<file path="config.mk">
export PLATFORM = sky130hd
export DESIGN_NAME = phase_responder_flat
export DESIGN_NICKNAME = d
export VERILOG_FILES = /design/src/rtl/cpu_pkg.sv /design/src/rtl/phase_responder_if.sv /design/src/rtl/phase_decode.sv /design/src/rtl/phase_responder.sv /design/src/flat_wrapper.sv
export SDC_FILE = /design/constraint.sdc
export NUM_CORES = 1
export LEC_CHECK = 0
export CORE_ASPECT_RATIO = 0.8
export CORE_MARGIN = 10
export CORE_UTILIZATION = 65
export DETAILED_ROUTE_END_ITERATION = 7
export DONT_BUFFER_PORTS = 1
export PLACE_DENSITY_LB_ADDON = 0.3
export SLEW_MARGIN = 40
export SYNTH_ARGS = -nofsm -noshare
export SYNTH_HDL_FRONTEND = slang
export SYNTH_HIERARCHICAL = 1
export SYNTH_SLANG_ARGS = --single-unit
</file>
<file path="constraint.sdc">
create_clock -name clk -period 5.65 [get_ports clk]
set_input_delay 0.565 -clock clk [delete_from_list [all_inputs] [get_ports clk]]
set_output_delay 0.565 -clock clk [all_outputs]
set_load 0.01 [all_outputs]
</file>
<file path="src/rtl/cpu_pkg.sv">
// Shared definitions for the phase responder: opcodes, phase bit positions,
// FSM states and the execute-beat table.
package cpu_pkg;

  localparam logic [3:0] OpNop   = 4'h0;
  localparam logic [3:0] OpLoad  = 4'h1;
  localparam logic [3:0] OpStore = 4'h2;
  localparam logic [3:0] OpAdd   = 4'h3;
  localparam logic [3:0] OpJmp   = 4'h4;
  localparam logic [3:0] OpMul   = 4'h5;
  localparam logic [3:0] OpHalt  = 4'hF;

  // Bit positions within phase = {Mif, Mex, T1, T2, T3, T4}
  localparam int unsigned PhMif = 5;
  localparam int unsigned PhMex = 4;
  localparam int unsigned PhT1  = 3;
  localparam int unsigned PhT2  = 2;
  localparam int unsigned PhT3  = 1;
  localparam int unsigned PhT4  = 0;

  typedef enum logic [1:0] {S_WAIT, S_MEM, S_UOP, S_DONE} state_e;

  // Execute beats minus one for an opcode; unknown opcodes take a single beat.
  function automatic logic [1:0] op_beats(input logic [3:0] op);
    case (op)
      OpAdd:            op_beats = 2'd1;
      OpLoad, OpStore:  op_beats = 2'd2;
      OpMul:            op_beats = 2'd3;
      OpNop, OpJmp, OpHalt: op_beats = 2'd0;
      default:          op_beats = 2'd0;
    endcase
  endfunction

endpackage

</file>
<file path="src/rtl/phase_responder_if.sv">
// Memory-read and micro-op handshakes between the responder and its
// memory / datapath partners.
interface phase_responder_if #(
  parameter int unsigned AW = 12,
  parameter int unsigned DW = 16
);
  logic          mem_req;
  logic [AW-1:0] mem_addr;
  logic [DW-1:0] mem_rdata;
  logic          mem_ready;
  logic          uop_valid;
  logic [5:0]    uop_code;
  logic          uop_ack;

  modport master (
    output mem_req, mem_addr, uop_valid, uop_code,
    input  mem_rdata, mem_ready, uop_ack
  );

  modport slave (
    input  mem_req, mem_addr, uop_valid, uop_code,
    output mem_rdata, mem_ready, uop_ack
  );
endinterface

</file>
<file path="src/rtl/phase_decode.sv">
// Classifies the current phase strobes: legality, new-beat detection and
// which beat (IF1, IF2, EX1..EX4) it is.
module phase_decode
  import cpu_pkg::*;
(
  input  logic [5:0] phase,
  input  logic [5:0] phase_q,
  output logic       beat_start,
  output logic       is_if1,
  output logic       is_if2,
  output logic [1:0] ex_idx,
  output logic       illegal
);
  logic [3:0] beats;
  logic       legal;

  assign beats = phase[PhT1:PhT4];
  // Fetch cycles only have two beats, so Mif with T3/T4 is malformed.
  assign legal = (phase[PhMif] ^ phase[PhMex]) && $onehot(beats) &&
                 !(phase[PhMif] && (phase[PhT3] || phase[PhT4]));

  assign illegal    = (|phase) && !legal;
  assign beat_start = legal && (phase != phase_q);
  assign is_if1     = beat_start && phase[PhMif] && phase[PhT1];
  assign is_if2     = beat_start && phase[PhMif] && phase[PhT2];

  always_comb begin
    ex_idx = 2'd0;
    if (phase[PhT2])      ex_idx = 2'd1;
    else if (phase[PhT3]) ex_idx = 2'd2;
    else if (phase[PhT4]) ex_idx = 2'd3;
  end
endmodule

</file>
<file path="src/rtl/phase_responder.sv">
// Responder side of the machine-cycle/beat handshake: owns PC and IR, fetches,
// decodes and issues one micro-op per execute beat, acknowledging each beat with done.
module phase_responder
  import cpu_pkg::*;
#(
  parameter int unsigned AW = 12,
  parameter int unsigned DW = 16
) (
  input  logic          clk,
  input  logic          rst_n,
  input  logic          Mif,
  input  logic          Mex,
  input  logic          T1,
  input  logic          T2,
  input  logic          T3,
  input  logic          T4,
  output logic          done,
  output logic          stop,
  output logic [1:0]    cnt_set,
  output logic [DW-1:0] ir,
  output logic [AW-1:0] pc,
  output logic          err,
  phase_responder_if.master bus
);
  state_e        state_q, state_d;
  logic [5:0]    phase, phase_q, phase_ref;
  logic [AW-1:0] pc_q, pc_d;
  logic [DW-1:0] ir_q, ir_d;
  logic [1:0]    cnt_q, cnt_d;
  logic [5:0]    uop_code_q, uop_code_d;
  logic          stop_q, stop_d, err_q, err_d, restart_q, restart_d;
  logic          mem_req_q, mem_req_d, uop_valid_q, uop_valid_d;
  logic          beat_start, is_if1, is_if2, illegal, accept;
  logic [1:0]    ex_idx;
  logic [3:0]    opcode;

  assign phase  = {Mif, Mex, T1, T2, T3, T4};
  assign opcode = ir_q[DW-1:DW-4];
  // After an aborted beat the pending phase must still count as new.
  assign phase_ref = restart_q ? 6'b0 : phase_q;

  phase_decode u_phase_decode (
    .phase      (phase),
    .phase_q    (phase_ref),
    .beat_start (beat_start),
    .is_if1     (is_if1),
    .is_if2     (is_if2),
    .ex_idx     (ex_idx),
    .illegal    (illegal)
  );

  always_comb begin
    state_d     = state_q;
    pc_d        = pc_q;
    ir_d        = ir_q;
    cnt_d       = cnt_q;
    stop_d      = stop_q;
    mem_req_d   = mem_req_q;
    uop_valid_d = uop_valid_q;
    uop_code_d  = uop_code_q;
    err_d       = err_q | illegal;
    restart_d   = 1'b0;
    accept      = 1'b0;
    case (state_q)
      S_WAIT, S_DONE: begin
        state_d = S_WAIT;
        accept  = 1'b1;
      end
      S_MEM: begin
        if (phase != phase_q) begin
          err_d     = 1'b1;
          mem_req_d = 1'b0;
          restart_d = 1'b1;
          state_d   = S_WAIT;
        end else if (bus.mem_ready) begin
          ir_d      = bus.mem_rdata;
          mem_req_d = 1'b0;
          state_d   = S_DONE;
        end
      end
      S_UOP: begin
        if (phase != phase_q) begin
          err_d       = 1'b1;
          uop_valid_d = 1'b0;
          restart_d   = 1'b1;
          state_d     = S_WAIT;
        end else if (bus.uop_ack) begin
          uop_valid_d = 1'b0;
          if (cnt_q != 2'd0) cnt_d = cnt_q - 2'd1;
          if (opcode == OpJmp && uop_code_q[1:0] == 2'd0) pc_d = ir_q[AW-1:0];
          state_d = S_DONE;
        end
      end
      default: state_d = S_WAIT;
    endcase

    if (accept && beat_start) begin
      if (is_if1) begin
        stop_d    = 1'b0;
        mem_req_d = 1'b1;
        state_d   = S_MEM;
      end else if (is_if2) begin
        pc_d    = pc_q + AW'(1);
        stop_d  = (opcode == OpHalt);
        cnt_d   = op_beats(opcode);
        state_d = S_DONE;
      end else begin
        uop_valid_d = 1'b1;
        uop_code_d  = {opcode, ex_idx};
        state_d     = S_UOP;
      end
    end
  end

  always_ff @(posedge clk or negedge rst_n) begin
    if (!rst_n) begin
      state_q     <= S_WAIT;
      phase_q     <= 6'b0;
      pc_q        <= '0;
      ir_q        <= '0;
      cnt_q       <= 2'd0;
      stop_q      <= 1'b0;
      err_q       <= 1'b0;
      restart_q   <= 1'b0;
      mem_req_q   <= 1'b0;
      uop_valid_q <= 1'b0;
      uop_code_q  <= 6'b0;
    end else begin
      state_q     <= state_d;
      phase_q     <= phase;
      pc_q        <= pc_d;
      ir_q        <= ir_d;
      cnt_q       <= cnt_d;
      stop_q      <= stop_d;
      err_q       <= err_d;
      restart_q   <= restart_d;
      mem_req_q   <= mem_req_d;
      uop_valid_q <= uop_valid_d;
      uop_code_q  <= uop_code_d;
    end
  end

  assign done          = (state_q == S_DONE);
  assign stop          = stop_q;
  assign cnt_set       = cnt_q;
  assign ir            = ir_q;
  assign pc            = pc_q;
  assign err           = err_q;
  assign bus.mem_req   = mem_req_q;
  assign bus.mem_addr  = pc_q;
  assign bus.uop_valid = uop_valid_q;
  assign bus.uop_code  = uop_code_q;
endmodule

</file>
<file path="src/flat_wrapper.sv">
// flat-port wrapper written by rule: the top's interface ports become plain ports
module phase_responder_flat import cpu_pkg::*;
#(
  parameter int unsigned AW = 12,
  parameter int unsigned DW = 16
)
  (clk, rst_n, Mif, Mex, T1, T2, T3, T4, done, stop, cnt_set, ir, pc, err, bus_mem_req, bus_mem_addr, bus_uop_valid, bus_uop_code, bus_mem_rdata, bus_mem_ready, bus_uop_ack);
  phase_responder_if #(.AW(AW), .DW(DW)) bus_i ();
  input  logic clk;
  input  logic rst_n;
  input  logic Mif;
  input  logic Mex;
  input  logic T1;
  input  logic T2;
  input  logic T3;
  input  logic T4;
  output logic done;
  output logic stop;
  output logic [1:0] cnt_set;
  output logic [DW-1:0] ir;
  output logic [AW-1:0] pc;
  output logic err;
  output wire logic [$bits(bus_i.mem_req)-1:0] bus_mem_req;
  output wire logic [$bits(bus_i.mem_addr)-1:0] bus_mem_addr;
  output wire logic [$bits(bus_i.uop_valid)-1:0] bus_uop_valid;
  output wire logic [$bits(bus_i.uop_code)-1:0] bus_uop_code;
  input wire logic [$bits(bus_i.mem_rdata)-1:0] bus_mem_rdata;
  input wire logic [$bits(bus_i.mem_ready)-1:0] bus_mem_ready;
  input wire logic [$bits(bus_i.uop_ack)-1:0] bus_uop_ack;
  assign bus_mem_req = bus_i.mem_req;
  assign bus_mem_addr = bus_i.mem_addr;
  assign bus_uop_valid = bus_i.uop_valid;
  assign bus_uop_code = bus_i.uop_code;
  assign bus_i.mem_rdata = bus_mem_rdata;
  assign bus_i.mem_ready = bus_mem_ready;
  assign bus_i.uop_ack = bus_uop_ack;
  phase_responder #(.AW(AW), .DW(DW)) u_core (.clk(clk), .rst_n(rst_n), .Mif(Mif), .Mex(Mex), .T1(T1), .T2(T2), .T3(T3), .T4(T4), .done(done), .stop(stop), .cnt_set(cnt_set), .ir(ir), .pc(pc), .err(err), .bus(bus_i));
endmodule
</file>
Word-level counts from Yosys, hierarchy flattened
Index checks and enable logic that the tools add are counted.
{"block": "classes", "muxes": 45, "reduce_logical": 25, "n_eq_ne": 14, "add_sub_neg": 5, "n_bitwise": 5}
{"cell": "2-to-1 mux 12 bit", "n": 7}
{"cell": "2-to-1 mux 2 bit", "n": 16}
{"cell": "2-to-1 mux 1 bit", "n": 19}
{"cell": "adder 12 x 1 -> 12 bit, second input constant", "n": 1}
{"cell": "!= test 6 bit", "n": 2}
{"cell": "case mux 2 bit (3 select lines)", "n": 2}
{"cell": "logical AND 1 bit", "n": 10}
{"cell": "equality test 4 x 2 -> 1 bit, second input constant", "n": 2}
{"cell": "equality test 4 x 3 -> 1 bit, second input constant", "n": 2}
{"cell": "!= test 4 x 2 -> 1 bit, second input constant", "n": 2}
{"cell": "2-to-1 mux 6 bit", "n": 1}
{"cell": "AND reduction 3 bit", "n": 2}
{"cell": "OR reduction 2 bit", "n": 3}
{"cell": "OR reduction 6 bit", "n": 1}
{"cell": "adder 1 x 1 -> 2 bit", "n": 2}
{"cell": "equality test 2 bit, second input constant", "n": 2}
{"cell": "equality test 4 x 1 -> 1 bit, second input constant", "n": 1}
{"cell": "equality test 4 bit, second input constant", "n": 1}
{"cell": "zero test 2 bit", "n": 2}
{"cell": "AND reduction 2 bit", "n": 2}
{"cell": "nonzero test 2 bit", "n": 2}
{"cell": "adder 2 x 2 -> 3 bit", "n": 1}
{"cell": "equality test 3 x 1 -> 1 bit, second input constant", "n": 1}
{"cell": "NOT 1 bit", "n": 3}
{"cell": "other kinds (6)", "n": 7}
{"block": "totals", "elab_cells": 105, "inputBits": 26, "output_inout_bits": 53, "ff_bits": 49}

Depth between registers and ports, before layout
Gate-level depths: netlist (run 1).
{"block": "logic_depth", "depth_word": 11, "depth_mapped": 14, "mapped_depth_nobuf": 14}

By module
Netlist (run 1), hierarchy kept.
{"module": "phase_responder", "seq_area_each_um2": 1226.2, "n_inst": 1, "cells_each": 217, "area_per_inst_um2": 2504.9}
{"module": "phase_decode", "seq_area_each_um2": 0.0, "n_inst": 1, "cells_each": 31, "area_per_inst_um2": 252.7}

Least setup slack after synthesis (run 1)
No wires, ideal clock.
{"block": "synth_path", "path_type": "input to register", "start": "in T3", "end": "reg u_core.pc_q[7], in the netlist u_core/bus.mem_addr[7]", "required_ps": 5527, "arrival_ps": 3372, "stages": 13, "n_path_buf": 0, "path_slack_ps": 2156, "setup_time_ps": 123, "cell_sequence": "inv_1 -> ha_1 -> inv_1 -> fa_1 -> inv_1 -> ha_1 -> nor4b_1 -> o21ai_1 -> a2111oi_2 -> nand4b_1 -> nand3_1 -> or3_1 -> o221a_2"}
{"block": "synth_between", "word_cells_on_any_way": 20, "classes_between": "add/sub: 2; eq/ne: 3; mux: 5; reduce/logical: 10"}
{"element": "start: declaration", "line": "flat_wrapper.sv:15", "text": "input logic T3;"}
{"element": "adder 1 x 1 -> 2 bit (implied by the code)", "line": "phase_decode.sv:19", "text": "assign legal = (phase[PhMif] ^ phase[PhMex]) && $onehot(beats) &&"}
{"element": "adder 2 x 2 -> 3 bit (implied by the code)", "line": "phase_decode.sv:19"}
{"element": "equality test 3 x 1 -> 1 bit", "line": "phase_decode.sv:19"}
{"element": "logical AND 1 bit (2 in a row)", "line": "phase_decode.sv:19"}
{"element": "logical AND 1 bit (*)", "line": "phase_decode.sv:23", "text": "assign beat_start = legal && (phase != phase_q);"}
{"element": "logical AND 1 bit (*) (2 in a row)", "line": "phase_decode.sv:24", "text": "assign is_if1 = beat_start && phase[PhMif] && phase[PhT1];"}
{"element": "via u_core.is_if1", "line": "phase_responder.sv:33", "text": "logic beat_start, is_if1, is_if2, illegal, accept;"}
{"element": "2-to-1 mux 12 bit (*)", "line": "phase_responder.sv:98", "text": "if (is_if1) begin"}
{"element": "2-to-1 mux 12 bit (*)", "line": "phase_responder.sv:97", "text": "if (accept && beat_start) begin"}
{"element": "via u_core.pc_d[7]", "line": "phase_responder.sv:27", "text": "logic [AW-1:0] pc_q, pc_d;"}
{"element": "end signal: assignment", "line": "phase_responder.sv:131", "text": "pc_q <= pc_d;"}
{"element": "end: declaration", "line": "phase_responder.sv:27"}
The timed path passes the listed nets; every way through them passes the cells marked *.
A chain may end at the register's enable or synchronous reset.

Worst setup path after layout (run 1)
Same ends and word-level chain as after synthesis.

==> metrics.md, run 1 <==
| Metric | Value |
|---|---|
| Worst reg-to-reg setup slack | `2.59 ns` |
| Hold Crit Class | `primary input to async pin` |
| GRT overflow | `0` |
| First-pass DRT Iterations | `4` |
| Core area | `4151 sq um` |
| Cell row count | `21` |
| Initial antenna violation count | `0` |
| Post-synthesis cell type count | `55` |
| CTS Hold Bufs | `1` |
| Die height | `78.26 microns` |
| #FFs+latches synth | `49` |
| Max incr delay on CP | `0.44 ns` |
| Drt wl/cell | `19.78 microns` |
| Number of global-route vias before repair | `1731` |
| Most frequent cell after synthesis | `dfrtp_1` |
| CTS buffer count | `5` |
| Global-route wire length before repair | `9666 microns` |
| Ys async rst share | `1.000` |
| Critical Path Sink Type | `flop` |
| Reg clk slew, reported paths | `0.09 ns` |
| IO Count | `79` |
| CP max stage cell | `a2111oi_2` |
| R2r endpoint | `u_core/bus.mem_addr[7]$_DFF_PN0_` |
| FF-to-FF Start | `u_core/restart_q$_DFF_PN0_` |
| Detailed-route DRC error count | `0` |
| Post-DP HPWL | `4525 microns` |
| Leak pwr | `1.241 nW` |
| Net count, final | `276` |
| Yosys warns | `6` |
| Run status | `completed` |
| Clk buf depth | `2` |
| Post-DRT Antenna Nets | `0` |
| Starting density of the core | `0.6643` |
| Syn Area/Cell | `11.12 sq um` |
| N_diodes | `0` |
| Final setup fails | `0` |
| Via Count | `1796` |
| Rel. slew slack | `0.5842` |
| # resized after CTS | `0` |
| Actual slew at the worst max-slew pin | `0.6215 ns` |
| Synth-to-Final Area Change | `2.042%` |
| Post-synth EDFFs | `0` |
| Final Max Tran Viols | `0` |
| Worst-skew pair later-pin latency | `0.30 ns` |
| Worst Slack Setup Final | `1.875 ns` |
| Critical path peak fanout | `10` |
| WP data required | `5.84 ns` |
| Synth top area cells | `dfrtp_1 (44%), mux2_4 (5.4%), mux2_2 (4.9%)` |
| Die footprint | `7264 sq um` |
| GPL Wtd Cong | `0.8071` |
| Syn nets | `285` |
| I/O Buffers | `0` |
| 1st-iter DRT viols | `92` |
| Primary FF master, synth | `dfrtp_1` |
| Largest net degree at the start of global routing | `50` |
| Crit path kind | `primary input to flop` |
| Final worst path period share | `0.6681` |
| Commonest cells post-synth | `dfrtp_1 (49), nor2_1 (18), inv_1 (15), buf_4 (12), mux2_2 (12)` |
| RSZ-0062 raised after global routing | `false` |
| Max-Cap Viols | `0` |
| CTS tree | `yes` |
| DIE WIDTH | `92.82 microns` |
| Mapped Cells | `248` |
| TNS Setup | `0 ns` |
| Layout cells sized above 1 | `0.1925` |
| Mapped Area | `2758 sq um` |
| Total power | `0.0007151 W` |
| Critical path data arrival time | `3.96 ns` |
| Root Driver | `clkbuf_8` |
| CP Cell Sequence | `inv_1, ha_1, inv_1, fa_1, inv_1, ha_1, nor4b_1, o21ai_1, a2111oi_2, nand4b_1, buf_4, nand3_1, or3_1, o221a_2` |
| Most frequent CP cell | `inv_1` |
| Final min period | `3.775 ns` |
| Final clock skew | `0.01005 ns` |
| # clock sinks | `49` |
| Final hold vios | `0` |
| FMAX | `264.9 MHz` |
| Setup repair bufs after CTS | `0` |
| Post-synth top area share | `0.4446` |
| Sequential element share of the synthesized area | `0.4446` |
| Vias/cell | `6.068` |
| Post-synth top area cell | `dfrtp_1` |
| Place WS | `1.614 ns` |
| DRT Wirelength | `5855 microns` |
| Pwr/cell area | `254.1 nW/um^2` |
| H-tree Lvls | `2` |
| Worst-case reg-to-reg path depth | `9` |
| All-layer global routing usage | `0.1649` |
| Peak supply drop | `194.0 uV` |
| Critical Path Source Type | `primary input` |
==> worst max-delay path by stage <==
stage          from                                to  slack, ns  cells past startpoint
2_1_floorplan    T3  u_core/bus.mem_addr[7]$_DFF_PN0_       2.16                     13
3_3_place_gp     T3  u_core/bus.mem_addr[7]$_DFF_PN0_       1.68                     13
3_5_place_dp     T3  u_core/bus.mem_addr[7]$_DFF_PN0_       1.61                     13
4_1_cts          T3  u_core/bus.mem_addr[7]$_DFF_PN0_       1.91                     13
5_1_grt          T3  u_core/bus.mem_addr[7]$_DFF_PN0_       1.58                     14
6_report         T3  u_core/bus.mem_addr[7]$_DFF_PN0_       1.88                     14
==> kinds of logic (layout without fill, tap and decap cells) <==
| logic type | Yosys count | after routing | synth area share |
|---|---|---|---|
| buf+inv | 33 | 24 | 0.07123 |
| fa+ha+maj | 11 | 11 | 0.05263 |
| compound gates | 43 | 43 | 0.1180 |
| flops | 49 | 49 | 0.4446 |
| simple gates | 75 | 75 | 0.1620 |
| mux | 23 | 23 | 0.1071 |
| xor+xnor | 14 | 14 | 0.04447 |
==> final cells by class <==
cell class | count | area [sq um]
Fill cell | 335 | 1338
Multi-Input combinational cell | 166 | 1335
Sequential cell | 49 | 1226
Clock buffer | 6 | 82.58
Tap cell | 57 | 71.32
Inverter | 15 | 56.30
Timing Repair Buffer | 2 | 35.03
Clock inverter | 1 | 7.507
==> cell usage in the layout, fill, tap and decap left out, drive strengths merged, types with 2 or more instances in the layout <==
cell,count
a2111oi,2
a211oi,4
a21oi,7
a2bb2oi,2
a31oi,2
and3,2
and4b,2
buf,2
clkbuf,6
dfrtp,49
ha,10
inv,15
mux2,22
nand2,13
nand3,7
nand4,3
nor2,19
nor2b,7
nor3,8
nor4,5
o21a,2
o21ai,10
o221a,3
o22ai,3
or2,2
or3,2
xnor2,7
xor2,7
==> layer usage <==
layer	routed length, microns	GRT usage	up-vias
met1	2632	0.2196	857
met2	2505	0.2308	66
met4	70	0.05538	0
li1	-	-	867
met3	646	0.07605	6
met5	0	0	-
==> stage by stage <==
step / hold slack, ns / std cells / instance area [sq um] / utilization
2_1_floorplan: 0.2694 / 248 / 2758 / -
3_3_place_gp: 0.2708 / 287 / 2689 / 0.6477
3_5_place_dp: 0.2707 / 287 / 2689 / 0.6477
4_1_cts: 0.1111 / 295 / 2806 / 0.6760
5_1_grt: 0.1032 / 296 / 2814 / 0.6778
6_report: 0.09999 / 296 / 2814 / 0.6778
==> state kept, by name, summed over array words and instances, names as in the netlist <==
signal / count
u_core/bus.mem_req: 1
u_core/stop: 1
u_core/cnt_set: 2
u_core/bus.mem_addr: 12
u_core/err: 1
u_core/bus.uop_valid: 1
u_core/ir: 16
u_core/bus.uop_code: 6
u_core/state_q: 2
u_core/restart_q: 1
u_core/phase_q: 6
==> power by group <==
group	switching [W]	internal, W	total, W
clock	0.000110	0.0000969	0.000207
combinational	0.0000447	0.0000394	0.0000840
sequential	0.0000497	0.000374	0.000424
==> worst max-delay path: cells and delay by family <==
family | cells | cell delay (ns)
adder cells (fa/ha/maj) | 3 | 0.82
buffers and inverters | 4 | 0.39
AO/OA/AOI/OAI | 3 | 0.94
AND/OR/NAND/NOR | 4 | 1.25
No activity file was read; power rests on OpenSTA's default activity.
==> run 2: changes to the inputs <==
--- a/config.mk
+++ b/config.mk
@@ -7,7 +7,7 @@
 export LEC_CHECK = 0
 export CORE_ASPECT_RATIO = 0.8
 export CORE_MARGIN = 10
-export CORE_UTILIZATION = 65
+export CORE_UTILIZATION = 57
 export DETAILED_ROUTE_END_ITERATION = 7
 export DONT_BUFFER_PORTS = 1
 export PLACE_DENSITY_LB_ADDON = 0.3
==> constraint.sdc (replaced) <==
create_clock -name clk -period 3.4 [get_ports clk]
set_input_delay 0.34 -clock clk [delete_from_list [all_inputs] [get_ports clk]]
set_output_delay 0.34 -clock clk [all_outputs]
set_load 0.01 [all_outputs]
==> run 2 against run 1 <==
Worst setup slack got worse by 1.5 ns. Non-clock buffer count increased by 7. Count of clock-buffer cells in the layout increased by 1. Total power increased by 78%. Clock skew decreased by 0.0044 ns. Global-route usage decreased by 1.1 points. Worst hold slack got worse by 0.044 ns. Core utilization decreased by 5.1 points. Critical path type unchanged.
==> metrics.md, run 2 (synthesized netlist as in run 1, its figures left out) <==
| Metric | Value |
|---|---|
| Final setup fails | `0` |
| Final hold vios | `0` |
| Die footprint | `8037 sq um` |
| I/O Buffers | `0` |
| Reg clk slew, reported paths | `0.08 ns` |
| DRT Wirelength | `6041 microns` |
| Hold slack | `0.05637 ns` |
| Drt wl/cell | `19.68 microns` |
| Leak pwr | `1.292 nW` |
| Global-route wire length before repair | `9984 microns` |
| Crit path kind | `primary input to flop` |
| Hold Crit Start | `T3` |
| All-layer global routing usage | `0.1539` |
| Vias/cell | `5.951` |
| Most frequent CP cell | `inv_1` |
| 1st-iter DRT viols | `134` |
| First-pass DRT Iterations | `4` |
| Storage element area | `1226 sq um` |
| Clk buf depth | `2` |
| Rel. slew slack | `0.7239` |
| Root Driver | `clkbuf_8` |
| Starting density of the core | `0.5963` |
| Final worst path period share | `0.8960` |
| Detailed-route DRC error count | `0` |
| Delay-heaviest family, CP | `simple AND/OR/NAND/NOR gates` |
| Register share of total power | `0.554` |
| Final Max Tran Viols | `0` |
| # clock sinks | `49` |
| Setup repair bufs after CTS | `0` |
| Worst-skew pair later-pin latency | `0.30 ns` |
| RSZ-0062 raised after global routing | `false` |
| WP data required | `3.60 ns` |
| GRT overflow | `0` |
| Critical path peak fanout | `16` |
| Peak supply drop | `264.5 uV` |
| IO Count | `79` |
| Clock power frac | `0.333` |
| Critical Path Source Type | `primary input` |
| Core area | `4624 sq um` |
| Max incr delay on CP | `0.35 ns` |
| Final clock skew | `0.005647 ns` |
| Die height | `82.21 microns` |
| CP Cell Sequence | `inv_1, ha_1, inv_1, fa_1, inv_1, ha_1, nor4b_1, o21ai_1, a2111oi_2, nand4b_1, buf_4, nor3_1, nor3_1, a211oi_1` |
| Actual slew at the worst max-slew pin | `0.4107 ns` |
| Fillers | `363` |
| # resized after CTS | `0` |
| Bufs and invs on worst path | `4` |
| Pwr/cell area | `438.5 nW/um^2` |
| Max-Cap Viols | `0` |
| Hold Crit Class | `primary input to flop` |
| Placed inst area | `2745 sq um` |
| Final min period | `3.046 ns` |
| Critical path data arrival time | `3.25 ns` |
| CP max stage cell | `fa_1` |
| Commonest cells after routing, fill and taps aside | `dfrtp_1 (49), nor2_1 (18), inv_1 (15)` |
| Combinational share of power | `0.113` |
| Via Count | `1827` |
| Synth-to-Final Area Change | `5.127%` |
| FF-to-FF Start | `u_core/restart_q$_DFF_PN0_` |
| Largest net degree at the start of global routing | `50` |
| Cell row count | `22` |
| GPL Wtd Cong | `0.8188` |
| Post-DRT Antenna Nets | `0` |
| Net count, final | `283` |
| Number of global-route vias before repair | `1866` |
| Most common cell after layout, fill and taps aside | `dfrtp_1` |
| CTS buffer count | `5` |
| Crit path from | `T3` |
| Net Switching | `0.0003403 W` |
| FMAX | `328.3 MHz` |
| Post-route cell area | `2899 sq um` |
| Layout cells sized above 1 | `0.2105` |
| TNS Setup | `0 ns` |
| N_diodes | `0` |
| Max FFs per register | `16` |
| Critical Path Sink Type | `flop` |
| DIE WIDTH | `97.77 microns` |
| Total power | `0.001271 W` |
| Area of the multi-input gates | `1335 sq um` |
| Post-DP HPWL | `4662 microns` |
| CTS tree | `yes` |
| P_int | `0.0009309 W` |
| H-tree Lvls | `2` |
| Initial antenna violation count | `0` |
| Run status | `completed` |
| Switching share of power | `0.2677` |
run 2: cell count changes in the layout (fill, tap and decap cells not counted), sizes merged:
cell,delta
buf,+6
bufinv,+1
clkbuf,+1
clkinvlp,-1
dlygate4sd3,+1
run 2: per-stage QoR:
step                      cells    util  setup slack, ns
after floorplan             248       -           0.1305
after detailed placement    297  0.5936           0.1214
after CTS                   307  0.6269           0.4075
after global placement      297  0.5936           0.2225
final                       307  0.6269           0.3537
after global routing        307  0.6269           0.1272
run 2: power by group through the flow:
stage / logic [W] / clock network, W / registers [W]
2_1_floorplan: 0.000129 / 0 / 0.000692
5_1_grt: 0.000162 / 0.000463 / 0.000713
4_1_cts: 0.000145 / 0.000437 / 0.000708
3_5_place_dp: 0.000128 / 0 / 0.000719
6_report: 0.000143 / 0.000424 / 0.000704
3_3_place_gp: 0.000123 / 0 / 0.000719
run 2: worst paths after layout:
kind	to	slack, ns	cells past startpoint
setup / recovery	u_core/bus.mem_addr[9]$_DFF_PN0_	0.35	14
max in group asynchronous	u_core/bus.mem_req$_DFF_PN0_	2.64	2
setup reg to reg	u_core/bus.mem_addr[9]$_DFF_PN0_	0.85	9
hold reg to reg	u_core/err$_DFF_PN0_	0.56	1
min in group asynchronous	u_core/phase_q[0]$_DFF_PN0_	0.54	2
hold / removal	u_core/phase_q[1]$_DFF_PN0_	0.06	0
run 2: cell type report:
class                   count  share of cell area
well taps                  60             0.02590
repair buffers              9             0.03107
clock buffers               7             0.02978
multi-input cells         166              0.4605
clock inverters             1             0.01036
inverters                  15             0.01942
flip-flops and latches     49              0.4230
run 2: repair_timing:
item	CTS	global route
hold endpoints to repair	49	0
hold buffers	2	0
endpoints found under the setup margin	0	0
run 2: layer usage:
layer | vias up | global-route usage | part of all wire
met5 | - | 0 | 0
met4 | 0 | 0.04783 | 0.011
met3 | 7 | 0.05643 | 0.081
met2 | 53 | 0.2252 | 0.43
met1 | 887 | 0.2083 | 0.47
li1 | 880 | - | -
